## src/rtl/fp_coproc_pkg.sv

```systemverilog
// Shared types and constants for the memory-mapped floating-point coprocessors.
// Holds FSM state encoding, register offsets, status bit positions and IEEE-754 constants.
package fp_coproc_pkg;

  typedef enum logic [2:0] {
    IDLE   = 3'd0,
    UNPACK = 3'd1,
    MULT   = 3'd2,
    NORM   = 3'd3,
    ROUND  = 3'd4
  } state_t;

  localparam logic [1:0] REG_OPA  = 2'd0;
  localparam logic [1:0] REG_OPB  = 2'd1;
  localparam logic [1:0] REG_CTRL = 2'd2;
  localparam logic [1:0] REG_RES  = 2'd3;

  localparam int STAT_BUSY = 0;
  localparam int STAT_DONE = 1;
  localparam int STAT_OVF  = 2;
  localparam int STAT_UNF  = 3;
  localparam int STAT_INV  = 4;

  localparam logic [9:0]  EXP_BIAS = 10'd127;
  localparam logic [31:0] QNAN     = 32'h7FC0_0000;
  localparam logic [31:0] POS_INF  = 32'h7F80_0000;

endpackage

```

## src/rtl/fp_mant_mul.sv

```systemverilog
// Iterative shift-add significand multiplier: one partial product per step.
// `last` flags the step that completes the product; `done` is its registered echo.
module fp_mant_mul #(
  parameter int MUL_CYCLES = 24
) (
  input  logic        clk,
  input  logic        reset,
  input  logic        load,
  input  logic        step,
  input  logic [23:0] mcand,
  input  logic [23:0] mplier,
  output logic [47:0] product,
  output logic        last,
  output logic        done
);

  localparam int CW = $clog2(MUL_CYCLES + 1);

  logic [47:0] cand;
  logic [23:0] plier;
  logic [47:0] acc;
  logic [CW-1:0] cnt;

  assign product = acc;
  assign last    = step && (cnt == CW'(MUL_CYCLES - 1));

  // Multiplicand shifts left while the multiplier is consumed LSB first.
  always_ff @(posedge clk or posedge reset) begin
    if (reset) begin
      cand  <= 48'd0;
      plier <= 24'd0;
      acc   <= 48'd0;
      cnt   <= '0;
      done  <= 1'b0;
    end else if (load) begin
      cand  <= {24'd0, mcand};
      plier <= mplier;
      acc   <= 48'd0;
      cnt   <= '0;
      done  <= 1'b0;
    end else if (step && !done) begin
      acc   <= acc + (plier[0] ? cand : 48'd0);
      cand  <= {cand[46:0], 1'b0};
      plier <= {1'b0, plier[23:1]};
      cnt   <= cnt + CW'(1);
      done  <= last;
    end else begin
      done  <= done;
    end
  end

endmodule

```

## src/rtl/fp_mul_coproc.sv

```systemverilog
// Memory-mapped IEEE-754 single-precision multiplier coprocessor.
// Special operands resolve in UNPACK; normal operands go through shift-add, normalize, round.
module fp_mul_coproc
  import fp_coproc_pkg::*;
#(
  parameter int MUL_CYCLES = 24
) (
  input  logic        clk,
  input  logic        reset,
  input  logic        cs,
  input  logic        we,
  input  logic [31:0] a,
  input  logic [31:0] wd,
  output logic [31:0] rd
);

  state_t state, next;

  logic [31:0] opa, opb, result;
  logic        done, ovf, unf, inv;
  logic        sign;
  logic signed [9:0] exp;
  logic [47:0] prod;
  logic        is_special, spec_inv;
  logic [31:0] spec_val;

  logic        mul_load, mul_step, mul_last, mul_done;
  logic [47:0] mul_product;

  logic wr, busy, start;
  assign wr    = cs & we;
  assign busy  = (state != IDLE);
  assign start = wr && (a[3:2] == REG_CTRL) && wd[0] && !busy;

  logic [7:0]  ea, eb;
  logic [22:0] fa, fb;
  logic        a_nan, b_nan, a_inf, b_inf, a_zero, b_zero;
  logic        u_sign, u_special, u_inv;
  logic [9:0]  u_exp;
  logic [31:0] u_val;

  assign ea     = opa[30:23];
  assign eb     = opb[30:23];
  assign fa     = opa[22:0];
  assign fb     = opb[22:0];
  assign a_nan  = (ea == 8'hFF) && (fa != 23'd0);
  assign b_nan  = (eb == 8'hFF) && (fb != 23'd0);
  assign a_inf  = (ea == 8'hFF) && (fa == 23'd0);
  assign b_inf  = (eb == 8'hFF) && (fb == 23'd0);
  assign a_zero = (ea == 8'h00);
  assign b_zero = (eb == 8'h00);
  assign u_sign = opa[31] ^ opb[31];
  assign u_exp  = {2'b00, ea} + {2'b00, eb} - EXP_BIAS;

  // Special-case classification; exponent-zero inputs count as zero.
  always_comb begin
    u_special = 1'b0;
    u_inv     = 1'b0;
    u_val     = 32'd0;
    if (a_nan || b_nan || (a_inf && b_zero) || (a_zero && b_inf)) begin
      u_special = 1'b1;
      u_inv     = 1'b1;
      u_val     = QNAN;
    end else if (a_inf || b_inf) begin
      u_special = 1'b1;
      u_val     = {u_sign, POS_INF[30:0]};
    end else if (a_zero || b_zero) begin
      u_special = 1'b1;
      u_val     = {u_sign, 31'd0};
    end else begin
      u_special = 1'b0;
    end
  end

  fp_mant_mul #(.MUL_CYCLES(MUL_CYCLES)) u_mul (
    .clk     (clk),
    .reset   (reset),
    .load    (mul_load),
    .step    (mul_step),
    .mcand   ({1'b1, fa}),
    .mplier  ({1'b1, fb}),
    .product (mul_product),
    .last    (mul_last),
    .done    (mul_done)
  );

  always_ff @(posedge clk or posedge reset) begin
    if (reset) state <= IDLE;
    else       state <= next;
  end

  always_comb begin
    next     = state;
    mul_load = 1'b0;
    mul_step = 1'b0;
    case (state)
      IDLE: begin
        if (start) next = UNPACK;
        else       next = IDLE;
      end
      UNPACK: begin
        mul_load = 1'b1;
        if (u_special) next = ROUND;
        else           next = MULT;
      end
      MULT: begin
        mul_step = 1'b1;
        if (mul_last) next = NORM;
        else          next = MULT;
      end
      NORM:    next = ROUND;
      ROUND:   next = IDLE;
      default: next = IDLE;
    endcase
  end

  logic [22:0] frac;
  logic        round_up;
  logic [23:0] mant;
  logic signed [9:0] r_exp;
  logic [31:0] r_val;
  logic        r_ovf, r_unf;

  // Nearest-even rounding: guard at bit 22, sticky below it, lsb at bit 23.
  always_comb begin
    frac     = prod[45:23];
    round_up = prod[22] & ((|prod[21:0]) | prod[23]);
    mant     = {1'b0, frac} + {23'd0, round_up};
    r_exp    = exp + $signed({9'd0, mant[23]});
    r_ovf    = 1'b0;
    r_unf    = 1'b0;
    r_val    = 32'd0;
    if (r_exp >= 10'sd255) begin
      r_ovf = 1'b1;
      r_val = {sign, POS_INF[30:0]};
    end else if (r_exp <= 10'sd0) begin
      r_unf = 1'b1;
      r_val = {sign, 31'd0};
    end else begin
      r_val = {sign, r_exp[7:0], mant[22:0]};
    end
  end

  always_ff @(posedge clk or posedge reset) begin
    if (reset) begin
      opa        <= 32'd0;
      opb        <= 32'd0;
      result     <= 32'd0;
      done       <= 1'b0;
      ovf        <= 1'b0;
      unf        <= 1'b0;
      inv        <= 1'b0;
      sign       <= 1'b0;
      exp        <= 10'sd0;
      prod       <= 48'd0;
      is_special <= 1'b0;
      spec_inv   <= 1'b0;
      spec_val   <= 32'd0;
    end else begin
      if (wr && !busy) begin
        case (a[3:2])
          REG_OPA: opa <= wd;
          REG_OPB: opb <= wd;
          default: ;
        endcase
      end
      if (start) begin
        done <= 1'b0;
        ovf  <= 1'b0;
        unf  <= 1'b0;
        inv  <= 1'b0;
      end
      case (state)
        UNPACK: begin
          sign       <= u_sign;
          exp        <= $signed(u_exp);
          is_special <= u_special;
          spec_inv   <= u_inv;
          spec_val   <= u_val;
        end
        NORM: begin
          prod <= mul_product[47] ? {1'b0, mul_product[47:1]} : mul_product;
          exp  <= exp + (mul_product[47] ? 10'sd1 : 10'sd0);
        end
        ROUND: begin
          done <= 1'b1;
          if (is_special) begin
            result <= spec_val;
            inv    <= spec_inv;
          end else begin
            result <= r_val;
            ovf    <= r_ovf;
            unf    <= r_unf;
          end
        end
        default: ;
      endcase
    end
  end

  always_comb begin
    case (a[3:2])
      REG_OPA:  rd = opa;
      REG_OPB:  rd = opb;
      REG_CTRL: rd = {27'd0, inv, unf, ovf, done, busy};
      REG_RES:  rd = result;
      default:  rd = 32'd0;
    endcase
  end

endmodule

```

## config.mk

```make
export PLATFORM = sky130hd
export DESIGN_NAME = fp_mul_coproc
export DESIGN_NICKNAME = d
export VERILOG_FILES = /design/src/rtl/fp_coproc_pkg.sv /design/src/rtl/fp_mant_mul.sv /design/src/rtl/fp_mul_coproc.sv
export SDC_FILE = /design/constraint.sdc
export NUM_CORES = 1
export LEC_CHECK = 0
export CAP_MARGIN = 10
export CORE_ASPECT_RATIO = 1.1
export CORE_MARGIN = 10
export CORE_UTILIZATION = 55
export CTS_CLUSTER_DIAMETER = 80
export DETAILED_ROUTE_END_ITERATION = 8
export DONT_BUFFER_PORTS = 1
export HOLD_SLACK_MARGIN = 0.02
export PLACE_DENSITY = 0.7
export SYNTH_ARGS = -nofsm -noshare
export SYNTH_HDL_FRONTEND = slang
export SYNTH_SLANG_ARGS = --single-unit
export TNS_END_PERCENT = 5
```

## constraint.sdc

```tcl
create_clock -name clk -period 12.3 [get_ports clk]
set_input_delay 1.23 -clock clk [delete_from_list [all_inputs] [get_ports clk]]
set_output_delay 1.23 -clock clk [all_outputs]
set_load 0.1 [all_outputs]
```

# == Yosys cells after proc, flatten, opt, wreduce, memory -nomap -nowiden ==
# Cells that the tools add are included.
# Widths: inputs -> output; s select.
# op_classes
add_sub_neg,7
n_eq_ne,10
n_mux,45
reduce_logical,34
n_lt_le_gt_ge,2
bitwise_logic,4
# op_table
op,n
$mux 48,5
$mux 32,4
$pmux 32 s4,1
$mux 31,2
$add 48x48->48,1
$mux 24,2
$logic_not 23->1,2
$mux 46,1
$reduce_bool 23->1,2
$mux 1,25
$add 23x1->24,1
$reduce_or 22->1,1
$add 10x2->10,2
$pmux 10 s2,1
$eq 8x8->1 const B,2
$logic_not 8->1,2
$logic_and 1x1->1,12
$pmux 3 s4,1
$ge 10x9->1 const B,1
$le 10x1->1 const B,1
$mux 5,2
$sub 9x7->10 const B,1
$add 8x8->9,1
$eq 3x2->1 const B,2
17 further kinds,27
# word_totals
in_bits,68
register_bits,320
word_cells,121
output_inout_bits,32

# == Depth between registers and ports, before layout ==
# Gate-level depths: netlist of run 1.
# depth
ltp_word,10
depth_mapped,18
depth_no_buf,16

# == By module ==
# A second synthesis of run 1 with hierarchy kept.
# unflattened
hier_cells,1862
hier_area_um2,17217.8
# modules_own_cells
module,instances,cells_each,area_per_inst_um2,seq_area_each_um2
fp_mul_coproc,1,886,8997.4,4103.9
fp_mant_mul,1,976,8220.4,3153.0

# == Worst setup path after synthesis of run 1 ==
# OpenSTA, ideal clock, no wires.
# synth_path
kind,input-to-output
start,input a[2]
end,output rd[10]
required_ps,11070
arrival_time_ps,4230
stages,4
slack_ps,6840
path_cell_list,clkbuf_1 buf_1 mux2i_1 o21ai_0
# synth_via
elab_chain_cells,2
word_cells_on_any_way,5
# synth_rtl
item,line,text
start: declaration,fp_mul_coproc.sv:12,"input logic [31:0] a,"
$eq 2x2->1 (tied with other cells),fp_mul_coproc.sv:202,case (a[3:2])
$pmux 32 s4 (*),fp_mul_coproc.sv:202,
end: declaration,fp_mul_coproc.sv:14,output logic [31:0] rd
# Every way passes the cells marked *; elsewhere a longest branch is shown, timed or not.

# == Worst setup path after layout of run 1 ==
# layout_path
start,register u_mul.plier[0]
end,register u_mul.acc[47] (netlist: u_mul.product[47])
# layout_via
elab_chain_cells,4
# layout_rtl
item,line,text
start: declaration,fp_mant_mul.sv:20,logic [23:0] plier;
start signal: assignment,fp_mant_mul.sv:37,plier <= mplier;
start signal: assignment,fp_mant_mul.sv:44,"plier <= {1'b0, plier[23:1]};"
$mux 48,fp_mant_mul.sv:42,acc <= acc + (plier[0] ? cand : 48'd0);
$add 48x48->48,fp_mant_mul.sv:42,
$mux 48,fp_mant_mul.sv:41,end else if (step && !done) begin
$mux 48,fp_mant_mul.sv:35,end else if (load) begin
end signal: assignment,fp_mant_mul.sv:42,
end: declaration,fp_mant_mul.sv:21,logic [47:0] acc;
# No other way between the ends. The select of a mux whose other input is x is not followed.
# A chain may end at the register's enable or synchronous reset.

==> flow_metrics.tcl, run 1 <==
set metrics [dict create \
    rr_startpoint "u_mul.plier[0]$_DFFE_PP0P_" \
    hpwlAfterDp_mm 30.0 \
    drt_pre_antenna_iters 5 \
    cts_made_buffers 31 \
    final.setup_skew_ps 8.16 \
    fin_setup_tns_ps 0 \
    power_leakage_nw 7.95 \
    post-route-worst-setup-slack_ps 7910 \
    total_of_warnings_raised_by_yosys 0 \
    route.final.wire_length_mm 43.0 \
    type_of_destination_of_the_critical_path "flip-flop" \
    die_area_um2 37500 \
    ctsHtreeMaxLevel 1 \
    layout_worst_path_cycle_share_pct 35.7 \
    asyncSetResetFlopFracSynth_pct 100 \
    synth_seq_area_share_pct 43.8 \
    vias_in_the_first_global_route 12800 \
    worst-setup-path-type "reg2reg" \
    yosys-mux-area-fraction_pct 9.47 \
    clk_latency_ps 560 \
    vias 13300 \
    place.detailed.instances 2088 \
    drt_iter0_drc 1279 \
    hp-class "reg2reg" \
    run_status "complete, no violations" \
    powerDensity_nw_per_um2 159 \
    io_buffers 0 \
    synth_area_leader_cell "dfrtp_1" \
    pre_cts_ws_ps 8040 \
    final_net_count 1885 \
    fp.dieH_um 202 \
    finalSetupViolations 0 \
    finish.instance_area_um2 17900 \
    drtAntennaViolNets 0 \
    antenna_cells 0 \
    synth_top_flop_cell "dfrtp_1" \
    syn_avg_cell_area_um2 9.17 \
    xor_xnor_cell_area_share_of_the_yosys_netlist_pct 4.28 \
    io-pin-count 100 \
    synth-adder-area-share_pct 5.37 \
    unique_cell_type_count_in_the_yosys_netlist 72 \
    synth_most_common_cell "nand2_1" \
    synth_top_area_share_pct 43.8 \
    grt_util_all_layers_pct 22.8 \
    floorplan.die.width_um 186 \
    core-area_um2 29600 \
    ys_seq_elements 290 \
    synth_compound_area_share_pct 15.3 \
    worst_reg_to_reg_setup_slack_ps 7910 \
    synth_top_family_by_area "simple AND/OR/NAND/NOR gates" \
    number_of_hold_repair_buffers_added_at_the_cts_stage 0 \
    post_drt_wl_per_cell_um 20.1 \
    r2r-end "u_mul.product[47]$_DFFE_PP0P_" \
    antenna_found_initial 0 \
    last_weighted_congestion_value_of_the_routability_driven_placer 0.898 \
    syn_std_cell_area_um2 16600 \
    grt_setup_unrepaired "no" \
    ys_top_cells_by_count "nand2_1 (332), dfrtp_1 (290), o21ai_0 (195)" \
    finalHoldViolCount 0 \
    finalWorstPathRequiredPeriod_ps 4390 \
    cts_tree "built" \
    clk_path_buf_depth 3 \
    synthSimpleGateAreaFrac_pct 18.8 \
    clk_pin_slew_ps 60 \
    ctsResizeCount 0 \
    synthTopCellsByArea "dfrtp_1 (44%), nand2_1 (7.5%), o21ai_0 (5.9%)" \
    route.detailed.vias_per_inst 6.22 \
    synth_edf_count 0 \
    drcViolationCount 0 \
    worst_ir_drop_vdd_uv 118 \
    grt_first_pass_wirelength_mm 70.4 \
    syn_to_final_growth_pct 8.24 \
    final_max_slew_viol_count 0 \
    grt_remaining_overflow 0 \
    ff2ff_path_depth 12 \
    worst_ep_required_time_ps 12740 \
    worst_setup_path_endpoint "u_mul.product[47]$_DFFE_PP0P_" \
    slew_headroom_pct 19.5 \
    synth_cells 1808 \
    worst-path-max-fanout 49 \
    pin_count_of_the_biggest_net_entering_global_routing 171 \
    timing_worst_slew_pin_value_ps 1200 \
    postSynthNetCount 1946 \
    timing.fmax_mhz 228 \
    cp.arrival_ps 4830 \
    post_cts_buffers 0 \
    fin_cells 2145 \
    placed_cell_area_um2 16900 \
    cts_root_buf "clkbuf_16" \
    clock_sinks 290 \
    placement_rows 66 \
    maxCapViolCount 0 \
    worstSetupStartpointType "flip-flop" \
    cp-startpoint "u_mul.plier[0]$_DFFE_PP0P_" \
    starting_density_of_the_core_pct 55.9 \
    post_route_cells_drive_above_1_share_pct 10.2 \
]
[routing by layer]
layer	track usage, %	vias up	part of all wire [%]
met2	35.4	390	46
met1	32.9	6533	45
met5	0	-	0
li1	-	6341	-
met3	2.87	76	6.4
met4	5.88	0	2.5
[cells by family after synthesis]
group | after synthesis
fa+ha+maj | 70
simple gates | 680
mux | 143
flops | 290
xor+xnor | 81
compound gates | 412
buf+inv | 132
[power breakdown]
group          switching [mW]  internal [mW]
clock                   0.397          0.549
combinational           0.431          0.215
sequential              0.163           1.09
total                   0.990           1.86
[layout make-up]
class,count,area (µm²)
Clock buffer,43,891
Clock inverter,14,146
Fill cell,2512,11700
Inverter,25,101
Multi-Input combinational cell,1386,8970
Sequential cell,290,7260
Tap cell,374,468
Timing Repair Buffer,13,110
[cell usage in the layout (no fill, tap or decap), types with 9 or more instances in the layout]
master     netlist  layout
a211oi_1         9       9
a21o_1          15      15
a21oi_1         65      65
a22oi_1         40      40
a31oi_1         21      21
and2_1          50      50
and3_1           9       9
buf_4            0      12
clkbuf_16        0      31
dfrtp_1        290     289
ha_1            68      68
inv_1           25      24
mux2_2          61      61
mux2i_1         77      77
nand2_1        332     331
nand3_1        108     108
nand4_1         25      25
nor2_1          80      77
nor3_1          14      13
nor4_1          25      25
o21ai_0        195     167
o21ai_2          0      27
xnor2_1         39      39
xor2_1          42      42
[metrics by stage]
| step | hold WS (ps) | total power, mW | util, % |
|---|---|---|---|
| finish | 480 | 2.85 | 60.5 |
| global route | 504 | 3.00 | 60.5 |
| CTS | 479 | 2.86 | 60.5 |
| detailed placement | 463 | 1.91 | 57.0 |
| global placement | 458 | 1.89 | 57.0 |
| floorplan | 441 | 1.74 | - |
[sequential cells by signal, indices dropped and copies added, names as in the netlist, 3 cells and up]
name / count
u_mul.plier: 24
prod: 46
u_mul.cnt: 5
result: 32
u_mul.product: 48
exp: 10
opb: 32
opa: 32
spec_val: 3
state: 3
u_mul.cand: 48
[worst max-delay path, stage by stage, from the launching register on]
cell	delay (ps)
dfrtp_1	360
buf_4	260
and2_1	290
ha_1	400
nand2_1	110
nor4_1	1020
nand3_1	170
o41ai_1	630
nor4_1	200
nor2_1	300
a21o_1	210
mux2i_1	190
o21ai_0	90
[worst min-delay path by stage]
stage / end / slack, ps / from / cells past startpoint
6_report: result[0]$_DFFE_PP0P_ / 480 / result[0]$_DFFE_PP0P_ / 2
5_1_grt: u_mul.plier[5]$_DFFE_PP0P_ / 500 / u_mul.plier[5]$_DFFE_PP0P_ / 2
4_1_cts: u_mul.plier[9]$_DFFE_PP0P_ / 480 / u_mul.plier[9]$_DFFE_PP0P_ / 2
3_5_place_dp: u_mul.plier[4]$_DFFE_PP0P_ / 460 / u_mul.plier[4]$_DFFE_PP0P_ / 2
3_3_place_gp: sign$_DFFE_PP0P_ / 460 / sign$_DFFE_PP0P_ / 2
2_1_floorplan: prod[9]$_DFFE_PP0P_ / 440 / prod[9]$_DFFE_PP0P_ / 2
Note: power is estimated with default switching activity, not from simulation.
==> run 2: changes to the inputs <==
==> constraint.sdc (replaced) <==
create_clock -name clk -period 4.3 [get_ports clk]
set_input_delay 0.43 -clock clk [delete_from_list [all_inputs] [get_ports clk]]
set_output_delay 0.43 -clock clk [all_outputs]
set_load 0.1 [all_outputs]
==> run 2 against run 1 <==
  * Clock skew grew 3.9 ps
  * First-iteration DRC count shrank 2.3%
  * Count of clock-buffer cells in the layout shrank 2
  * Largest cell class unchanged
  * Via count is essentially flat
  * Combinational power grew to 2.9 times the previous value
  * Critical endpoint is now result[22]$_DFFE_PP0P_
  * Setup slack lost 7500 ps
  * Critical path depth grew 4
  * Sequential share of layout area shrank 0.99 points
==> flow_metrics.tcl, run 2 (synthesis results as in run 1) <==
set metrics [dict create \
    run_status "complete, no violations" \
    critPathMaxStageDelay_ps 380 \
    io_buffers 0 \
    finalSetupViolations 0 \
    critical_path.slowest_cell "dfrtp_1" \
    worst_ep_required_time_ps 4760 \
    core-area_um2 29600 \
    post_cts_buffers 0 \
    drtAntennaViolNets 0 \
    drcViolationCount 0 \
    worst-path-max-fanout 23 \
    finish.instance_area_um2 18400 \
    cp_num_cells 16 \
    power_frac_clock_pct 33.3 \
    route.detailed.vias_per_inst 6.09 \
    finalHoldViolCount 0 \
    critical-path-top-delay-family "simple AND/OR/NAND/NOR gates" \
    syn_to_final_growth_pct 11.0 \
    worstSetupStartpointType "flip-flop" \
    post_route_cells_drive_above_1_share_pct 10.5 \
    cell_internal_power_dissipation_mw 5.42 \
    fp.dieH_um 202 \
    clk_path_buf_depth 3 \
    vias 13300 \
    hold_path_depth 1 \
    p_sw_mw 2.86 \
    layout_worst_path_cycle_share_pct 89.5 \
    gate_power_share_pct 22.4 \
    die_area_um2 37500 \
    cts_made_buffers 31 \
    worst_ir_drop_vdd_uv 309 \
    final.setup_skew_ps 12.0 \
    post-route-worst-setup-slack_ps 452 \
    total_power_mw 8.28 \
    power.switching_fraction_pct 34.5 \
    finalCoreUtilization_pct 62.0 \
    drt_iter0_drc 1249 \
    placement_rows 66 \
    floorplan.die.width_um 186 \
    power_leakage_nw 8.17 \
    worst-setup-path-type "reg2reg" \
    finalWorstPathRequiredPeriod_ps 3850 \
    critical_path.cell_chain "and2_1 -> nand3_1 -> nor2_1 -> and3_1 -> nand3_1 -> nor2_1 -> ha_1 -> nand3_1 -> nor2_1 -> xor2_1 -> nor3_1 -> a21oi_1 -> and3_1 -> o21ai_1 -> buf_4 -> o221ai_1" \
    pin_count_of_the_biggest_net_entering_global_routing 130 \
    ctsResizeCount 0 \
    cp.arrival_ps 4310 \
    seq_power_share_pct 44.3 \
    hpwlAfterDp_mm 30.5 \
    grt_remaining_overflow 0 \
    starting_density_of_the_core_pct 55.9 \
    cts_tree "built" \
    layout.cells.most_common_list "nand2_1 (331), dfrtp_1 (289), o21ai_0 (167), nand3_1 (108)" \
    powerDensity_nw_per_um2 450 \
    route.final.wire_length_mm 43.2 \
    worst-path-buf-inv 1 \
    final_max_slew_viol_count 0 \
    pre_cts_ws_ps 439 \
    hp-class "in2reg" \
    grt_first_pass_wirelength_mm 70.4 \
    timing_worst_slew_pin_value_ps 1160 \
    drt_pre_antenna_iters 6 \
    clk_latency_ps 560 \
    fin_setup_tns_ps 0 \
    timing.fmax_mhz 260 \
    slew_headroom_pct 22.7 \
    vias_in_the_first_global_route 12800 \
    last_weighted_congestion_value_of_the_routability_driven_placer 0.928 \
    grt_util_all_layers_pct 22.8 \
    io-pin-count 100 \
    cts_root_buf "clkbuf_16" \
    antenna_found_initial 0 \
    final_net_count 1932 \
    mostFrequentLayoutCell "nand2_1" \
    grt_setup_unrepaired "no" \
    ctsHtreeMaxLevel 1 \
    clock_sinks 290 \
    clk_pin_slew_ps 60 \
    maxCapViolCount 0 \
    antenna_cells 0 \
    type_of_destination_of_the_critical_path "flip-flop" \
    ff2ff_path_depth 16 \
    post_drt_wl_per_cell_um 19.7 \
    placed_cell_area_um2 17000 \
]
run 2: changes by cell type in the layout (fill, tap and decap cells not counted):
cell / before / now
nor2_2: 0 / 1
nor2_4: 3 / 2
clkinvlp_4: 5 / 2
clkinv_2: 4 / 7
buf_4: 12 / 23
clkbuf_8: 7 / 5
inv_8: 2 / 0
buf_12: 1 / 2
dlygate4sd3_1: 0 / 35
bufinv_16: 2 / 4
run 2: metrics by stage:
stage               hold slack (ps)  instances
CTS                            20.9       2188
global placement                240       2100
finish                         39.1       2190
floorplan                       441       1808
global route                   22.5       2190
detailed placement              246       2100
run 2: worst paths after layout:
path                                             start                          end  slack (ps)
max in group asynchronous                        reset       result[18]$_DFFE_PP0P_        2640
min in group asynchronous                        reset          opa[24]$_DFFE_PP0P_         280
max                               prod[23]$_DFFE_PP0P_       result[22]$_DFFE_PP0P_         450
min reg2reg                u_mul.plier[18]$_DFFE_PP0P_  u_mul.plier[18]$_DFFE_PP0P_         480
max reg2reg                       prod[23]$_DFFE_PP0P_       result[22]$_DFFE_PP0P_         450
min                                             wd[18]          opb[18]$_DFFE_PP0P_          40
run 2: layout make-up:
type	count	area [µm²]
fill	2439	11300
multi-input combinational	1386	8960
sequential	290	7260
clock buffer	41	863
timing repair buffer	60	563
tap	374	468
clock inverter	14	180
inverter	25	97.6
run 2: repair_timing:
action,in CTS,in global routing
hold buffers,33,2
endpoints found under the setup margin,0,0
endpoints found under the hold margin,64,2
run 2: power by group through the flow:
stage               clock network, mW  logic (mW)  registers, mW
floorplan                           0        1.56           3.41
global placement                    0        1.77           3.67
detailed placement                  0        1.81           3.68
CTS                              2.79        1.85           3.64
global route                     2.93        2.03           3.71
finish                           2.76        1.85           3.66
run 2: metal layers:
| metal | track usage (%) | wire (µm) | vias to the layer above |
|---|---|---|---|
| met2 | 34.7 | 19500 | 364 |
| met4 | 6.11 | 1030 | 0 |
| met3 | 3.77 | 2970 | 66 |
| li1 | - | - | 6420 |
| met5 | 0 | 0 | - |
| met1 | 33.0 | 19700 | 6485 |
